File: src/rtl/pair_packer.sv
// Packs pairs of WIDTH-bit upstream beats into one 2*WIDTH-bit downstream word.
// A flush emits a held lone beat as a zero-padded partial word.
module pair_packer #(
  parameter int WIDTH = 16
) (
  input  logic                 clock,
  input  logic                 reset,
  input  logic [WIDTH-1:0]     us_data,
  input  logic                 us_valid,
  output logic                 us_ready,
  input  logic                 flush,
  output logic [2*WIDTH-1:0]   ds_data,
  output logic                 ds_valid,
  output logic                 ds_half,
  input  logic                 ds_ready,
  output logic [15:0]          pair_count
);

  typedef enum logic {
    EMPTY = 1'b0,
    HALF  = 1'b1
  } state_t;

  state_t               r_state;
  state_t               w_state_nxt;
  logic [WIDTH-1:0]     r_lo;
  logic [2*WIDTH-1:0]   r_ds_data;
  logic                 r_ds_valid;
  logic                 r_ds_half;
  logic [15:0]          r_pair_count;

  logic                 w_slot_free;
  logic                 w_us_ready;
  logic                 w_capture;
  logic                 w_load_full;
  logic                 w_load_half;
  logic                 w_ds_xfer;

  function automatic logic [2*WIDTH-1:0] pack_word(input logic [WIDTH-1:0] hi,
                                                   input logic [WIDTH-1:0] lo);
    return {hi, lo};
  endfunction

  // The output slot can take a new word if empty or emptying this cycle.
  assign w_slot_free = !r_ds_valid || ds_ready;
  assign w_ds_xfer   = r_ds_valid && ds_ready;

  always_comb begin
    w_state_nxt = r_state;
    w_us_ready  = 1'b1;
    w_capture   = 1'b0;
    w_load_full = 1'b0;
    w_load_half = 1'b0;
    case (r_state)
      EMPTY: begin
        w_us_ready = 1'b1;
        if (us_valid) begin
          w_capture   = 1'b1;
          w_state_nxt = HALF;
        end
      end
      HALF: begin
        w_us_ready = w_slot_free;
        // A second beat takes priority; a simultaneous flush adds nothing.
        if (us_valid && w_slot_free) begin
          w_load_full = 1'b1;
          w_state_nxt = EMPTY;
        end else if (flush && w_slot_free) begin
          w_load_half = 1'b1;
          w_state_nxt = EMPTY;
        end
      end
      default: w_state_nxt = EMPTY;
    endcase
  end

  always_ff @(posedge clock or negedge reset) begin
    if (!reset) begin
      r_state <= EMPTY;
    end else begin
      r_state <= w_state_nxt;
    end
  end

  always_ff @(posedge clock or negedge reset) begin
    if (!reset) begin
      r_lo <= '0;
    end else if (w_capture) begin
      r_lo <= us_data;
    end
  end

  always_ff @(posedge clock or negedge reset) begin
    if (!reset) begin
      r_ds_data  <= '0;
      r_ds_half  <= 1'b0;
      r_ds_valid <= 1'b0;
    end else if (w_load_full) begin
      r_ds_data  <= pack_word(us_data, r_lo);
      r_ds_half  <= 1'b0;
      r_ds_valid <= 1'b1;
    end else if (w_load_half) begin
      r_ds_data  <= pack_word('0, r_lo);
      r_ds_half  <= 1'b1;
      r_ds_valid <= 1'b1;
    end else if (w_ds_xfer) begin
      r_ds_valid <= 1'b0;
    end
  end

  always_ff @(posedge clock or negedge reset) begin
    if (!reset) begin
      r_pair_count <= '0;
    end else if (w_ds_xfer) begin
      r_pair_count <= r_pair_count + 16'd1;
    end
  end

  assign us_ready   = w_us_ready;
  assign ds_data    = r_ds_data;
  assign ds_valid   = r_ds_valid;
  assign ds_half    = r_ds_half;
  assign pair_count = r_pair_count;

endmodule

File: config.mk
export PLATFORM = sky130hd
export DESIGN_NAME = pair_packer
export DESIGN_NICKNAME = d
export VERILOG_FILES = /design/src/rtl/pair_packer.sv
export SDC_FILE = /design/constraint.sdc
export NUM_CORES = 1
export LEC_CHECK = 0
export ABC_AREA = 1
export CORE_ASPECT_RATIO = 1.2
export CORE_MARGIN = 2
export CORE_UTILIZATION = 35
export DETAILED_ROUTE_END_ITERATION = 8
export GPL_TIMING_DRIVEN = 0
export HOLD_SLACK_MARGIN = 0.15
export PLACE_DENSITY = 0.67
export SETUP_SLACK_MARGIN = 0.2
export SLEW_MARGIN = 30
export SYNTH_ARGS = -nofsm -noshare
export SYNTH_HDL_FRONTEND = slang
export SYNTH_SLANG_ARGS = --single-unit
File: constraint.sdc
create_clock -name clock -period 1.6 [get_ports clock]
set_input_delay 0.16 -clock clock [delete_from_list [all_inputs] [get_ports clock]]
set_output_delay 0.16 -clock clock [all_outputs]
set_load 0.01 [all_outputs]
==> results.toml <==
[synth]
synth-simple-area-share = 0.218
avgSynthCellArea_um2 = 8.98
synth_area_leaders = "dfrtp_1 (60%), nand2_1 (15%), inv_1 (5.3%), o21ai_0 (3.6%), o21ai_1 (2.5%)"
ys_ff_latch = 67
synth_xor_area_frac = 0.0316
synthAdderAreaFrac = 0.00451
synth_mux_area_frac = 0
syn_inst = 309
synth_area_um2 = 2780
yosysTopAreaCell = "dfrtp_1"
yosys.area.top_type_share = 0.604
synth_nets = 331
yosys_warnings = 0
ys_seq_area_frac = 0.604
synth_compound_area_frac = 0.0640
synth_cell_types = 23
synth_top_family_by_area = "simple AND/OR/NAND/NOR gates"

[power]
powerDensity_nw_per_um2 = 1640
leakagePower_nw = 2.23
p_total_mw = 6.54
ir_drop_uv = 992

[worst_hold_path]
hp-class = "in -> async"

[drt]
drt-wirelength-per-cell_um = 13.0
post-route-drc-count = 0
drt_iter0_markers = 95
drt_wl_total_mm = 6.52
vias = 2278
ant_nets = 0
via_per_inst = 4.54
dr.pass1.iters = 4

[global_routing]
grtUsageTotal = 0.158
grt.overflow.total = 0
grt_pass1_vias = 2211
antenna_found_initial = 0
grt_max_degree = 39
grt_pass1_wl_mm = 10.7

[sta]
fin_skew_ns = 0.00882
finalHoldViolations = 0
worst_slew_pin_slew_ns = 0.418
period_share = 0.850
setup_viol = 0
relSlewSlack = 0.721
worst_slack_ns = 0.240
slew_viol_final = 0
worst_hold_slack_ns = 0.286
rsz0062_at_grt = "true"
fin_crit_ns = 1.36
fmax_ghz = 0.735

[cells_and_area]
final_common_cell = "nand2_1"
mostFrequentLayoutCells = "nand2_1 (110), dfrtp_1 (66), inv_1 (39), dlygate4sd2_1 (34)"
stdcell_count = 502
antenna_cells = 0
fin_nets = 428
drive_gt1_frac = 0.139
fin_area_um2 = 3990
syn_to_final_growth_pct = 43.6

[cts]
cts_tree = "built"
clk_pin_slew_ns = 0.08
cts_made_buffers = 9
cts_max_level = 3
clockBufferDepth = 2
numClockSinks = 67
root_buffer = "clkbuf_8"
worstSkewPairLatency_ns = 0.34

[setup_path]
cp_data_arrival_time_ns = 1.20
crit_path_end_kind = "output pin"
cp.required_ns = 1.44
worstSetupPathType = "reg -> out"
critical_path.max_fanout = 2
critPathTopFamily = "buffers and inverters"
cp_cell_sequence = "clkdlybuf4s50_1"
worst-path-buf-inv = 1
critPathLaunchType = "flop"
slowest_delay_ns = 0.53
cp_slowest_cell = "clkdlybuf4s50_1"

[flow_run]
drv_cap = 0

[die]
coreArea_um2 = 7710
initial_core_util = 0.360
num_rows = 35
die_h_um = 102
die_area_um2 = 8660
die_x_um = 85.3
io_pins = 72

[placed_design]
dp.cells = 473
dp_slack_ns = -0.0199
place.gp.congestion = 0.786
placed_area_um2 = 3620
port_buffers = 71
dp_hpwl_mm = 4.62

[status]
outcome = "finished clean"
-- per-layer routing --
metal,track usage,vias to the layer above,wire (um)
met5,0,-,0
met3,0.0326,7,269
met1,0.199,1075,2890
met4,0.0549,0,87
li1,-,1140,-
met2,0.271,56,3270
-- worst reg2reg max path, cell delays in order (launching register included) --
cell and delay (ns):
dfrtp_1 0.40, inv_1 0.10, nor2_4 0.06, inv_1 0.09
nand3_2 0.19, buf_4 0.25, o21a_1 0.11
-- logic make-up after synthesis --
family / after synthesis
AO/OA/AOI/OAI: 35
buffers and inverters: 49
AND/OR/NAND/NOR: 147
flip-flops: 67
adder cells (fa/ha/maj): 1
XOR/XNOR: 10
-- cells in the mapped netlist, drive strengths merged --
cell / n
o21a: 1
dfrtp: 67
xor2: 7
buf: 6
nand2: 114
xnor2: 3
ha: 1
nor3: 4
o21ai: 34
clkbuf: 2
nand3: 7
inv: 41
nor2: 17
nand4: 5
-- state kept, by name (all words and copies together) (netlist names) --
signal	flops
r_state	1
ds_half	1
ds_data	32
r_lo	16
ds_valid	1
pair_count	16
-- power by group --
part,internal (mW),leakage (nW),switching [mW]
clock network,0.793,0.0974,0.630
logic,1.14,1.30,1.22
registers,2.36,0.831,0.391
-- layout make-up --
| type | count | area [um2] |
|---|---|---|
| Clock buffer | 11 | 151 |
| Tap cell | 92 | 115 |
| Sequential cell | 67 | 1680 |
| Buffer | 8 | 62.6 |
| Clock inverter | 4 | 50.0 |
| Multi-Input combinational cell | 193 | 950 |
| Inverter | 41 | 154 |
| Fill cell | 743 | 3720 |
| Timing Repair Buffer | 86 | 826 |
-- worst paths after layout --
| path | from | endpoint | slack (ns) | depth (start not counted) |
|---|---|---|---|---|
| max | pair_count[3] | pair_count[3] | 0.24 | 1 |
| min | reset | pair_count[0] | 0.29 | 2 |
| max reg2reg | ds_valid | ds_half | 0.30 | 6 |
| min reg2reg | r_lo[7] | ds_data[7] | 0.47 | 2 |
| max in group asynchronous | reset | r_lo[1] | 0.76 | 3 |
| min in group clock | us_data[1] | ds_data[17] | 0.39 | 3 |
-- stage by stage --
stage / util / TNS [ns]
floorplan: - / 0
global placement: 0.467 / -125.44
detailed placement: 0.469 / -0.133
CTS: 0.500 / 0
global route: 0.517 / 0
finish: 0.517 / 0
-- repair_timing --
action | 4_1_cts | 5_1_grt
hold endpoints to repair | 64 | 0
buffers inserted | 8 | 5
pin swaps | 0 | 7
hold buffers | 1 | 0
endpoints found under the setup margin | 40 | 54
gates cloned | 0 | 0
resized for setup | 37 | 34
Note: power is estimated with default switching activity, not from simulation.
